==> config.mk <==
export PLATFORM = sky130hd
export DESIGN_NAME = pu_layer_sequencer_flat
export DESIGN_NICKNAME = d
export VERILOG_FILES = /design/src/rtl/pu_layer_sequencer_pkg.sv /design/src/rtl/pu_layer_sequencer_if.sv /design/src/rtl/pu_round_counter.sv /design/src/rtl/pu_layer_sequencer.sv /design/src/flat_wrapper.sv
export SDC_FILE = /design/constraint.sdc
export NUM_CORES = 1
export LEC_CHECK = 0
export BUFFER_PORTS_ARGS = -buffer_cell sky130_fd_sc_hd__buf_2
export CAP_MARGIN = 20
export CELL_PAD_IN_SITES_DETAIL_PLACEMENT = 1
export CELL_PAD_IN_SITES_GLOBAL_PLACEMENT = 1
export CORE_MARGIN = 5
export CORE_UTILIZATION = 28
export CTS_CLUSTER_DIAMETER = 120
export CTS_CLUSTER_SIZE = 40
export DETAILED_ROUTE_END_ITERATION = 10
export PLACE_DENSITY_LB_ADDON = 0.1
export SYNTH_ARGS = -nofsm -noshare
export SYNTH_HDL_FRONTEND = slang
export SYNTH_SLANG_ARGS = --single-unit
export TNS_END_PERCENT = 20
==> constraint.sdc <==
create_clock -name clk -period 1.4 [get_ports clk]
set_input_delay 0.28 -clock clk [delete_from_list [all_inputs] [get_ports clk]]
set_output_delay 0.28 -clock clk [all_outputs]
set_load 0.01 [all_outputs]
==> src/rtl/pu_layer_sequencer_pkg.sv <==
// Shared state encoding and layer defaults for the PU sequencer and the top-level controller.
package pu_layer_sequencer_pkg;

  typedef enum logic [2:0] {
    StIdle  = 3'd0,
    StFetch = 3'd1,
    StLoad  = 3'd2,
    StAcc   = 3'd3,
    StWrite = 3'd4,
    StDone  = 3'd5
  } seq_state_e;

  function automatic int unsigned ceil_div(input int unsigned a, input int unsigned b);
    return (a + b - 1) / b;
  endfunction

  localparam int unsigned NUM_INPUTS      = 62;
  localparam int unsigned NUM_LANES       = 8;
  localparam int unsigned DEF_NUM_ROUNDS  = ceil_div(NUM_INPUTS, NUM_LANES);
  localparam int unsigned DEF_NUM_NEURONS = 30;
  localparam int unsigned DEF_MEM_LAT     = 1;
  localparam int unsigned DEF_IDX_W       = 5;

endpackage

==> src/rtl/pu_layer_sequencer_if.sv <==
// Handshake with the layer controller plus control strobes to the PU datapath and memories.
interface pu_layer_sequencer_if #(
    parameter int unsigned IDX_W = 5
);
    logic             start;
    logic             busy;
    logic             done;
    logic [IDX_W-1:0] neuron_idx;
    logic             read_data_reg_ld;
    logic             acc_rst;
    logic             ld;
    logic [3:0]       round;
    logic             mult_done;
    logic             out_we;

    modport master (
        input  start,
        output busy, done, neuron_idx, read_data_reg_ld, acc_rst, ld, round, mult_done, out_we
    );

    modport slave (
        output start,
        input  busy, done, neuron_idx, read_data_reg_ld, acc_rst, ld, round, mult_done, out_we
    );
endinterface

==> src/rtl/pu_round_counter.sv <==
// Loadable up-counter with a terminal-count flag; the owner stops incrementing at terminal count.
module pu_round_counter #(
    parameter int unsigned WIDTH = 4
) (
    input  logic             clk,
    input  logic             rst,
    input  logic             load,
    input  logic [WIDTH-1:0] load_val,
    input  logic             inc,
    input  logic [WIDTH-1:0] term,
    output logic [WIDTH-1:0] count,
    output logic             tc
);

    logic [WIDTH-1:0] count_q;
    logic [WIDTH-1:0] count_d;

    always_comb begin
        count_d = count_q;
        if (load) begin
            count_d = load_val;
        end else if (inc) begin
            count_d = count_q + WIDTH'(1);
        end
    end

    always_ff @(posedge clk or negedge rst) begin
        if (!rst) begin
            count_q <= '0;
        end else begin
            count_q <= count_d;
        end
    end

    assign count = count_q;
    assign tc    = (count_q == term);

endmodule

==> src/rtl/pu_layer_sequencer.sv <==
// Walks one PU datapath through every neuron of a layer: fetch, load, accumulate rounds, write.
module pu_layer_sequencer
    import pu_layer_sequencer_pkg::*;
#(
    parameter int unsigned NUM_NEURONS = DEF_NUM_NEURONS,
    parameter int unsigned NUM_ROUNDS  = DEF_NUM_ROUNDS,
    parameter int unsigned MEM_LAT     = DEF_MEM_LAT,
    parameter int unsigned IDX_W       = DEF_IDX_W
) (
    input logic                  clk,
    input logic                  rst,
    pu_layer_sequencer_if.master bus
);

    // One counter serves both the FETCH wait and the ACC rounds; it must hold MEM_LAT-1.
    localparam int unsigned CNT_W = ($clog2(MEM_LAT) > 4) ? $clog2(MEM_LAT) : 4;

    seq_state_e state_q, state_d;

    logic             cnt_load, cnt_inc, cnt_tc;
    logic [CNT_W-1:0] cnt, cnt_term;
    logic             idx_load, idx_inc, idx_tc;
    logic [IDX_W-1:0] idx;

    pu_round_counter #(
        .WIDTH(CNT_W)
    ) u_cnt (
        .clk      (clk),
        .rst      (rst),
        .load     (cnt_load),
        .load_val ('0),
        .inc      (cnt_inc),
        .term     (cnt_term),
        .count    (cnt),
        .tc       (cnt_tc)
    );

    pu_round_counter #(
        .WIDTH(IDX_W)
    ) u_idx (
        .clk      (clk),
        .rst      (rst),
        .load     (idx_load),
        .load_val ('0),
        .inc      (idx_inc),
        .term     (IDX_W'(NUM_NEURONS - 1)),
        .count    (idx),
        .tc       (idx_tc)
    );

    always_ff @(posedge clk or negedge rst) begin
        if (!rst) begin
            state_q <= StIdle;
        end else begin
            state_q <= state_d;
        end
    end

    always_comb begin
        state_d  = state_q;
        cnt_load = 1'b0;
        cnt_inc  = 1'b0;
        idx_load = 1'b0;
        idx_inc  = 1'b0;
        cnt_term = (state_q == StFetch) ? CNT_W'(MEM_LAT - 1) : CNT_W'(NUM_ROUNDS - 1);

        unique case (state_q)
            StIdle: begin
                if (bus.start) begin
                    state_d  = StFetch;
                    cnt_load = 1'b1;
                    idx_load = 1'b1;
                end
            end
            StFetch: begin
                if (cnt_tc) begin
                    state_d  = StLoad;
                    cnt_load = 1'b1;
                end else begin
                    cnt_inc = 1'b1;
                end
            end
            StLoad: state_d = StAcc;
            StAcc: begin
                // Counter rests on the last round when leaving, so it never wraps.
                if (cnt_tc) begin
                    state_d = StWrite;
                end else begin
                    cnt_inc = 1'b1;
                end
            end
            StWrite: begin
                cnt_load = 1'b1;
                if (idx_tc) begin
                    state_d = StDone;
                end else begin
                    idx_inc = 1'b1;
                    state_d = StFetch;
                end
            end
            StDone:  state_d = StIdle;
            default: state_d = StIdle;
        endcase
    end

    assign bus.busy             = (state_q != StIdle);
    assign bus.done             = (state_q == StDone);
    assign bus.neuron_idx       = idx;
    assign bus.read_data_reg_ld = (state_q == StLoad);
    assign bus.acc_rst          = (state_q == StLoad);
    assign bus.ld               = (state_q == StAcc);
    assign bus.round            = (state_q == StAcc) ? cnt[3:0] : 4'd0;
    assign bus.mult_done        = (state_q == StAcc) && cnt_tc;
    assign bus.out_we           = (state_q == StWrite);

endmodule

==> src/flat_wrapper.sv <==
// flat-port wrapper written by rule: the top's interface ports become plain ports
module pu_layer_sequencer_flat import pu_layer_sequencer_pkg::*;
#(
    parameter int unsigned NUM_NEURONS = DEF_NUM_NEURONS,
    parameter int unsigned NUM_ROUNDS  = DEF_NUM_ROUNDS,
    parameter int unsigned MEM_LAT     = DEF_MEM_LAT,
    parameter int unsigned IDX_W       = DEF_IDX_W
)
  (clk, rst, bus_start, bus_busy, bus_done, bus_neuron_idx, bus_read_data_reg_ld, bus_acc_rst, bus_ld, bus_round, bus_mult_done, bus_out_we);
  pu_layer_sequencer_if #(.IDX_W(IDX_W)) bus_i ();
  input logic clk;
  input logic rst;
  input wire logic [$bits(bus_i.start)-1:0] bus_start;
  output wire logic [$bits(bus_i.busy)-1:0] bus_busy;
  output wire logic [$bits(bus_i.done)-1:0] bus_done;
  output wire logic [$bits(bus_i.neuron_idx)-1:0] bus_neuron_idx;
  output wire logic [$bits(bus_i.read_data_reg_ld)-1:0] bus_read_data_reg_ld;
  output wire logic [$bits(bus_i.acc_rst)-1:0] bus_acc_rst;
  output wire logic [$bits(bus_i.ld)-1:0] bus_ld;
  output wire logic [$bits(bus_i.round)-1:0] bus_round;
  output wire logic [$bits(bus_i.mult_done)-1:0] bus_mult_done;
  output wire logic [$bits(bus_i.out_we)-1:0] bus_out_we;
  assign bus_i.start = bus_start;
  assign bus_busy = bus_i.busy;
  assign bus_done = bus_i.done;
  assign bus_neuron_idx = bus_i.neuron_idx;
  assign bus_read_data_reg_ld = bus_i.read_data_reg_ld;
  assign bus_acc_rst = bus_i.acc_rst;
  assign bus_ld = bus_i.ld;
  assign bus_round = bus_i.round;
  assign bus_mult_done = bus_i.mult_done;
  assign bus_out_we = bus_i.out_we;
  pu_layer_sequencer #(.NUM_NEURONS(NUM_NEURONS), .NUM_ROUNDS(NUM_ROUNDS), .MEM_LAT(MEM_LAT), .IDX_W(IDX_W)) u_core (.clk(clk), .rst(rst), .bus(bus_i));
endmodule
# Word-level counts from Yosys, hierarchy flattened
# Index checks and enable logic that the tools add are counted.
[op_classes]
n_addsub = 2
n_eq_ne = 10
muxes = 19
reduce_logical = 7
[op_table]
columns = ["operator", "n"]
rows = [
  ["$mux 3", 5],
  ["$pmux 3 s5", 1],
  ["$mux 4", 3],
  ["$mux 5", 2],
  ["$mux 1", 7],
  ["$eq 3x2->1 const B", 2],
  ["$eq 3x3->1 const B", 2],
  ["$add 5x1->5 const B", 1],
  ["$eq 5x5->1 const B", 1],
  ["$add 4x1->4 const B", 1],
  ["$eq 4x4->1", 1],
  ["$ne 2x1->1 const B", 2],
  ["$reduce_bool 2->1", 2],
  ["$eq 3x1->1 const B", 1],
  ["$logic_not 3->1", 1],
  ["$pmux 1 s3", 1],
  ["$reduce_and 3->1", 1],
  ["$reduce_bool 3->1", 1],
  ["$ne 2x2->1 const B", 1],
  ["$reduce_or 2->1", 1],
  ["$logic_and 1x1->1", 1],
]
[totals]
output_inout_bits = 16
reg_bits = 12
input_bits = 3
word_cells = 41

# Longest topological paths before layout
# Gate-level depths: netlist (run 1).
[logic_depth]
ltp_word = 7
depth_mapped = 6
ltp_nobuf = 6

# Hierarchy
# From an unflattened synthesis (run 1), not the netlist that was laid out.
[hier_totals]
cells_unflattened = 89
hier_area_um2 = 825.8
[modules_own_cells]
columns = ["module", "seq_area_each_um2", "instances", "cells_each", "area_per_inst_um2"]
rows = [
  ["pu_round_counter at u_core.u_idx", 125.1, 1, 31, 302.8],
  ["pu_layer_sequencer", 75.1, 1, 35, 279.0],
  ["pu_round_counter at u_core.u_cnt", 100.1, 1, 23, 244.0],
]

# Worst setup path before layout (run 1)
# OpenSTA, ideal clock, no wires.
[synth_timing]
path_kind = "reg-to-reg"
from = "register u_core.u_cnt.count_q[2], in the netlist u_core.u_cnt.count[2]"
to = "register u_core.u_cnt.count_q[2], in the netlist u_core.u_cnt.count[2]"
path_buffers = 0
arrival_ns = 1.441
setup_slack_ns = -0.170
period_less_slack_ns = 1.570
required_time_ns = 1.271
path_stages_with_launch = 5
setup_ns = 0.129
path_cell_list = "dfrtp_1 or4_4 o32a_1 o211ai_1 o31ai_1"
[synth_between]
elab_chain_cells = 4
elab_cells_between_ends = 9
cone_classes = "add/sub: 1; eq/ne: 1; mux: 6; reduce/logical: 1"
[synth_lines]
columns = ["element", "line", "rtl"]
rows = [
  ["start, declared", "pu_round_counter.sv:15", "logic [WIDTH-1:0] count_q;"],
  ["start signal, assigned", "pu_round_counter.sv:31", "count_q <= count_d;"],
  ["$eq 4x4->1", "pu_round_counter.sv:36", "assign tc = (count_q == term);"],
  ["$mux 1 (on tied branches)", "pu_layer_sequencer.sv:76, pu_layer_sequencer.sv:86", ""],
  ["$pmux 1 s3 / $mux 1 (equally long branches)", "-", ""],
  ["$mux 4 / $reduce_bool 2->1 (equally long branches)", "-", ""],
]
# Several ways; a longest one is shown, not always the timed one. The select of a mux whose other input is x is not followed.
# A chain may end at the register's enable or synchronous reset.

# Worst setup path in the final report (run 1)
[layout_timing]
from = "register u_core.u_cnt.count_q[1], in the netlist u_core.u_cnt.count[1]"
to = "register u_core.u_cnt.count_q[0], in the netlist u_core.u_cnt.count[0]"
[layout_between]
elab_chain_cells = 4
elab_cells_between_ends = 7
cone_classes = "eq/ne: 1; mux: 5; reduce/logical: 1"
[layout_lines]
columns = ["element", "line"]
rows = [
  ["$eq 4x4->1 (*)", "pu_round_counter.sv:36"],
  ["$mux 1 (on tied branches)", "pu_layer_sequencer.sv:76, pu_layer_sequencer.sv:86"],
  ["$pmux 1 s3 / $mux 1 (equally long branches)", "-"],
  ["$mux 4 / $reduce_bool 2->1 (equally long branches)", "-"],
]
# Mark *: on every way between the ends. The rest lies on a longest branch, timed or not.

==> flow_results.org, run 1 <==
** Run status
- The flow ran to the end, but the final reports show violations.
- The final reports fail on setup timing.

** Setup path
- The setup path with the least slack is of type reg -> reg.
- The largest single stage delay on the critical path is 580 ps.
- Critical-path top delay cell :: or4_4
- For the worst setup path, the data arrival time is 1780 ps.
- Startpoint type of the worst setup path :: register
- Maximum fanout encountered on the critical timing path :: 4
- Critical path required time :: 1560 ps
- CP Cell Sequence :: or4_4 -> o32a_1 -> o211ai_1 -> o31ai_1
- The worst register-to-register path begins at u_core.u_cnt.count[1].
- Critical Path Start :: u_core.u_cnt.count[1]
- The worst setup path is captured at a register.

** Place
- Final HPWL DP :: 1.73 mm
- Input and output buffers added on the ports amount to 18.
- Summing all placed instances gives a cell area of 995 um^2.
- Global placement routability congestion :: 0.743

** Routing
- The final layout contains routed wiring with a total length of 2.28 mm.
- Total iterations of the first detailed-routing run :: 4
- Post-detailed-route count of antenna-violating nets :: 0
- Dividing the detail-routed via count by the number of cells gives 5.03.
- Dividing the detail-routed wire length by the instance count gives 14.9 um.
- For this block, the initial DRC count from the detailed router was 30.
- For this run, design rule violations remaining after detail routing come to 0.
- Via count :: 770

** Logic synthesis
- Number of cells produced by synthesis :: 84
- In this run the cell area of the synthesized design comes to 744 um^2.
- Synthesis inferred 12 register bits.
- For this run, asynchronously set or reset flops after synthesis account for 100%.
- During synthesis, Yosys emitted a total of 0 warnings.
- For this run, the leading register cell type out of synthesis is dfrtp_1.
- Number of flops mapped to enable cells by yosys :: 0
- Count of unique library cells instantiated by Yosys :: 32
- Averaged over all synthesized cells, the footprint is 8.86 um^2.
- Post-Syn Nets :: 90
- Proportion of synthesized chip area in sequential cells :: 40.3%

** Global routing
- Global routing consumed, on the met2 layer, 19.6% of the routing resources.
- Global routing met1 resource utilization :: 18.8%
- Combined global-route utilization of all metal layers :: 13.5%
- The number of antenna violations at the first check in global routing came to 0.
- The first global-routing pass estimated 3.71 mm of wire.
- Vias in the first global route :: 785
- Entering global routing, the biggest net connects 13 pins.
- Congestion Overflow GR :: 0
- The layer flagged by global routing as most heavily used is met2.
- Global-route track usage on met3 :: 4.40%

** Power
- Clock share of power :: 12.4%
- Share of total power in combinational logic :: 61.0%
- The worst-case IR drop observed on VDD is 0.849 mV.
- Leak Pwr :: 0.000564 uW
- Switch Pwr :: 948 uW
- Total power per unit cell area :: 2010 nW/um^2
- The internal portion of the total power is 1330 uW.
- Sequential share of power :: 26.6%
- Of the total power, the share spent switching nets is 41.5%.

** Floorplanning
- Cell row count :: 18
- For this configuration, the core starts out at a cell density of 29.8%.
- Die width :: 61.6 um
- Floorplan die area :: 3790 um^2
- Die Height :: 61.6 um
- Core outline area :: 2500 um^2
- During I/O placement, the number of pins put on the boundary was 19.

** Finish
- Proportion of layout cells with a drive suffix above 1 :: 48.0%
- Final Cell Area :: 1140 um^2
- Measured on the finished design, the core utilization comes to 45.4%.
- Area grow syn2layout :: 52.6%
- Number of antenna cells inserted :: 0
- Net count reported at finish :: 130

** Clock tree
- Count of clock tree sinks :: 12
- CTS built an H-tree with a depth of 1.
- Worst skew pair latency :: 280 ps
- Clock input transition at the sequential cells of the worst setup and hold paths :: 80 ps
- Buffers inserted during clock tree synthesis total 3.
- TritonCTS clock tree :: done
- Maximum buffer depth of the clock tree :: 2
- The tree is rooted in a clkbuf_4.

** Timing
- Maximum operating frequency :: 619 MHz
- Final count of hold timing violations :: 0
- For the pin with the worst max-slew slack, the measured transition is 407 ps.
- Measured against its own limit, the worst slew margin works out to 72.8%.
- Final setup slack of the worst path :: -215 ps
- Setup repair after global routing missed its margin :: yes
- Setup skew after layout :: 2.76 ps
- The count of final max-slew check failures is 0.
- Post-layout min period :: 1610 ps
- Setup violators final :: 18
- In the finished design, the share of the clock period the worst path needs comes to 115%.

** Min path
- The worst hold path begins at bus_start.
- The min-delay analysis places its worst path in the category in -> reg.

** Run
- The tool flagged a number of max-cap violations equal to 0.
==> layout by cell type, fill, tap and decap left out, drive strengths merged, types with 2 or more instances in the layout <==
cell type	instances
o31ai	3
nand2	6
dfrtp	12
or2	2
nor2	6
clkbuf	4
o21ai	3
and3	6
a21oi	5
inv	6
xor2	3
nand4	4
or4	2
nand3	2
nor3	4
buf	40
o211ai	2
ha	3
==> cell type report <==
type	count	area, um^2
Sequential cell	12	302
Timing Repair Buffer	41	302
Inverter	6	25.0
Clock buffer	4	36.3
Fill cell	302	1360
Tap cell	30	37.5
Multi-Input combinational cell	60	434
==> cell usage after synthesis, drive strengths merged, types with 2 or more instances <==
| master | instances | share of area, % |
|---|---|---|
| a21oi | 5 | 4.9 |
| and3 | 6 | 5.2 |
| buf | 2 | 1.5 |
| clkbuf | 4 | 2.2 |
| dfrtp | 12 | 40 |
| ha | 3 | 5.0 |
| inv | 6 | 3.0 |
| nand2 | 6 | 3.0 |
| nand3 | 2 | 1.3 |
| nand4 | 4 | 3.4 |
| nor2 | 6 | 3.0 |
| nor3 | 4 | 2.7 |
| o211ai | 2 | 2.0 |
| o21ai | 3 | 2.0 |
| o31ai | 3 | 3.0 |
| or2 | 2 | 1.7 |
| or4 | 2 | 2.5 |
| xor2 | 3 | 3.5 |
==> per-layer routing <==
metal	routed length, um	vias to the layer above
met2	1090	14
met1	1030	368
met4	45	0
li1	-	382
met3	109	6
met5	0	-
==> registers in the layout, indices dropped and copies added, names as in the netlist <==
name	cells
u_core.u_cnt.count	4
u_core.u_idx.count	5
u_core.state_q	3
==> power by group through the flow <==
stage	combinational [uW]	sequential [uW]	clock (uW)
2_1_floorplan	606	654	0
3_3_place_gp	1200	601	0
3_5_place_dp	1230	605	0
4_1_cts	1330	597	294
5_1_grt	1560	621	311
6_report	1390	607	284
==> path summary, 6_finish.rpt <==
path,to,slack (ps),depth (start not counted)
hold reg to reg,u_core.u_idx.count[4],600,2
min in group asynchronous,u_core.state_q[1],400,2
hold / removal,u_core.state_q[0],290,3
setup reg to reg,u_core.u_cnt.count[0],-210,4
max in group asynchronous,u_core.state_q[2],760,2
setup / recovery,u_core.u_cnt.count[0],-210,4
==> through the flow <==
step / worst slack [ps] / total power (uW) / TNS [ps] / cells / hold slack (ps)
2_1_floorplan: -170 / 1260 / -704 / 84 / -15.6
3_3_place_gp: -164 / 1800 / -736 / 146 / 176
3_5_place_dp: -206 / 1830 / -940 / 146 / 183
4_1_cts: -219 / 2220 / -2770 / 153 / 279
5_1_grt: -271 / 2490 / -3700 / 153 / 278
6_report: -215 / 2280 / -2420 / 153 / 292
==> cells by family (layout without fill, tap and decap cells) <==
family | count (synthesis) | count (layout) | share of synthesized area, %
simple gates | 36 | 36 | 26.4
compound gates | 18 | 18 | 18.0
flops | 12 | 12 | 40.3
buf+inv | 12 | 51 | 6.72
fa+ha+maj | 3 | 3 | 5.04
xor+xnor | 3 | 3 | 3.53
==> worst max-delay path: cells and delay by family, from the launching register on <==
kind            cells  cell delay [ps]
flops               1              390
simple gates        1              580
compound gates      3              530
==> what timing repair did <==
action / in CTS / in global routing
pin swaps: 4 / 4
endpoints found under the hold margin: 12 / 0
resized for setup: 9 / 12
hold buffers: 1 / 0
setup endpoints to repair: 18 / 22
setup buffers: 2 / 0
Power figures use the tool's default switching activity.
==> inputs of run 2 (changes only) <==
CELL_PAD_IN_SITES_GLOBAL_PLACEMENT = 2   (was 1)
CORE_UTILIZATION = 27   (was 28)
==> run 2 against run 1 <==
The flow still finishes with violations (setup timing). First-iteration DRC count shrank 20%. Combinational power is essentially flat. Wire length grew 4.4%. Cell area grew 2.0%. Worst hold slack gained 21 ps. Die area grew 3.1%. Utilization shrank 2.7 points. Clock skew grew 5.3 ps. Non-clock buffer count grew 3. Critical endpoint is now u_core.u_cnt.count[2].
==> flow_results.org, run 2 (synthesis gave the netlist of run 1 again) <==
** Place
- Final HPWL DP :: 1.73 mm
- The count of buffers added on input and output ports is 18.
- At the end of routability-driven placement, the weighted congestion stood at 0.742.

** Global routing
- Congestion Overflow GR :: 0
- Combined global-route utilization of all metal layers :: 13.0%
- Initial antenna violation count :: 0
- The first global-routing pass estimated 4.18 mm of wire.
- Vias in the first global route :: 855
- Pin count of the biggest net entering global routing :: 13

** Power
- Of the total power, the share spent switching nets is 41.9%.
- In this run, flip-flops and latches consume 26.7% of the power.
- The analysis attributes to net switching a power of 959 uW.
- Total power per unit cell area :: 1980 nW/um^2
- VDD sags by at most 1.02 mV.
- Share of total power in combinational logic :: 60.9%
- Internal power :: 1330 uW
- Clock share of power :: 12.3%
- The design draws 2290 uW.
- Leak Pwr :: 0.000579 uW

** Clock tree
- TritonCTS clock tree :: done
- Maximum buffer depth of the clock tree :: 2
- After clock tree synthesis, the clock-pin slew on the worst setup and hold paths is 80 ps.
- Count of clock tree sinks :: 12
- For the worst-skew pair, the clock arrives at the later sink with an insertion delay of 280 ps.
- # H-tree levels :: 1
- Buffer type at the clock tree root :: clkbuf_4
- Number of CTS-inserted buffers :: 3

** Routing
- DRC viols :: 0
- The detailed router put a total of 1.12 mm of wire on met1.
- Post-detailed-route count of antenna-violating nets :: 0
- For this block, the initial DRC count from the detailed router was 24.
- After detailed routing, no signal wire sits above met4.
- For this block, the via count after detailed routing is 767.
- Detailed-routed wire length on met2 :: 1.14 mm
- Via count normalized by instance count :: 4.89
- Average wire per standard cell :: 15.1 um
- Sum of met3 wire segment lengths after detailed routing :: 91 um
- For this run, the detailed router's first-pass iteration total came to 4.
- Routed wire length :: 2.38 mm

** Setup path
- The worst setup path is launched from a register.
- The number of buffers and inverters on the critical path is 0.
- Critical-path top delay cell :: or4_4
- At the worst endpoint, the required time is 1560 ps.
- The critical path is of the reg -> reg type.
- On the worst path, the slowest cell contributes a delay of 580 ps.
- Along the worst path, the maximum fanout reaches 4.
- The cell family contributing the most delay on the critical path is simple AND/OR/NAND/NOR gates.
- CP Cell Sequence :: or4_4 -> o32a_1 -> o211ai_1 -> o31ai_1
- Critical path endpoint category :: register
- Arrival time reported for the critical path endpoint :: 1780 ps

** Timing
- Setup repair after global routing missed its margin :: yes
- Derived from the worst setup path, the maximum achievable clock frequency is 620 MHz.
- Setup violators final :: 18
- The count of final max-slew check failures came to 0.
- Post-layout min period :: 1610 ps
- At the pin with the least slew margin, the transition time is 394 ps.
- Final setup slack of the worst path :: -214 ps
- Max transition margin :: 73.8%
- In the finished design, the share of the clock period the worst path needs comes to 115%.
- Setup skew after layout :: 8.07 ps
- The final count of hold timing violations was 0.

** Floorplanning
- Measured along the x axis, the die boundary spans 62.5 um.
- Floorplan die area :: 3910 um^2
- Core outline area :: 2710 um^2
- Die Height :: 62.5 um
- Initial cell density of the core :: 27.5%
- Cell row count :: 19
- In this run the count of I/O pins placed on the die edge is 19.

** Finish
- At the end of the flow, the number of nets in the layout was 133.
- Fill cells in the final layout number 322.
- Multi-input gate area in the final layout :: 448 um^2
- In the final layout, flip-flops and latches occupy 302 um^2.
- The register with the most flip-flops in the layout has 5 of them.
- The area growth from synthesis to layout is 55.6%.
- 0 antenna diodes ended up in the layout.
- Leaving out fill and tap cells, the most frequent cell in the layout is buf_4.
- Cells with a size suffix above 1 make up 50.0% of the layout.
- Most frequent cells in the layout :: 22 x buf_4, 16 x buf_2, 11 x dfrtp_1
- Measured on the finished design, the core utilization comes to 42.8%.

** Min path
- Worst hold path class :: in -> reg

** Run status
- The checks that failed: setup timing.
- The run finished, with violations left.

** Run
- Max cap viols :: 0
run 2: changes by cell type in the layout (fill, tap and decap cells not counted), sizes merged:
| cell | change |
|---|---|
| buf | +3 |
run 2: final cells by class:
class / count / area share [%]
clock buffer: 4 / 3.13
inverter: 6 / 1.94
multi-input combinational: 60 / 38.7
sequential: 12 / 26.0
tap: 31 / 3.35
timing repair buffer: 44 / 26.9
run 2: worst paths after layout:
| check | startpoint | to | slack (ps) | depth (start not counted) |
|---|---|---|---|---|
| max in group asynchronous | rst | u_core.state_q[2] | 750 | 2 |
| worst max register to register | u_core.state_q[1] | u_core.u_cnt.count[2] | -210 | 4 |
| worst min-delay path | bus_start | u_core.state_q[0] | 310 | 3 |
| worst min register to register | u_core.u_idx.count[4] | u_core.u_idx.count[4] | 590 | 2 |
| worst max-delay path | u_core.state_q[1] | u_core.u_cnt.count[2] | -210 | 4 |
| min in group asynchronous | rst | u_core.u_idx.count[1] | 400 | 2 |
run 2: power groups by stage:
stage,sequential (uW),clock [uW],combinational (uW)
2_1_floorplan,654,0,606
3_3_place_gp,615,0,1170
3_5_place_dp,618,0,1200
4_1_cts,611,292,1370
5_1_grt,637,312,1540
6_report,612,283,1400
run 2: worst min-delay path: stages:
cell and delay, ps:
buf_2 110, inv_1 80, a222oi_1 70
run 2: timing repair:
action | in CTS | in global routing
hold buffers | 1 | 0
endpoints found under the hold margin | 12 | 0
pin swaps | 7 | 2
endpoints found under the setup margin | 21 | 22
resized for setup | 13 | 8
buffers inserted | 7 | 0
run 2: metrics by stage:
step	area (um^2)	hold slack, ps	std cells	setup WS (ps)	TNS, ps
after floorplan	744	-15.6	84	-170	-704
after detailed placement	981	186	145	-190	-1020
final	1160	313	157	-214	-2460
after CTS	1130	282	157	-221	-2730
after global routing	1160	310	157	-252	-4050
after global placement	981	183	145	-162	-833
run 2: routing by layer:
layer,up-vias,global-route usage (%)
met4,0,3.98
met2,11,20.6
met1,366,16.7
met3,2,3.96
li1,388,-
met5,-,0
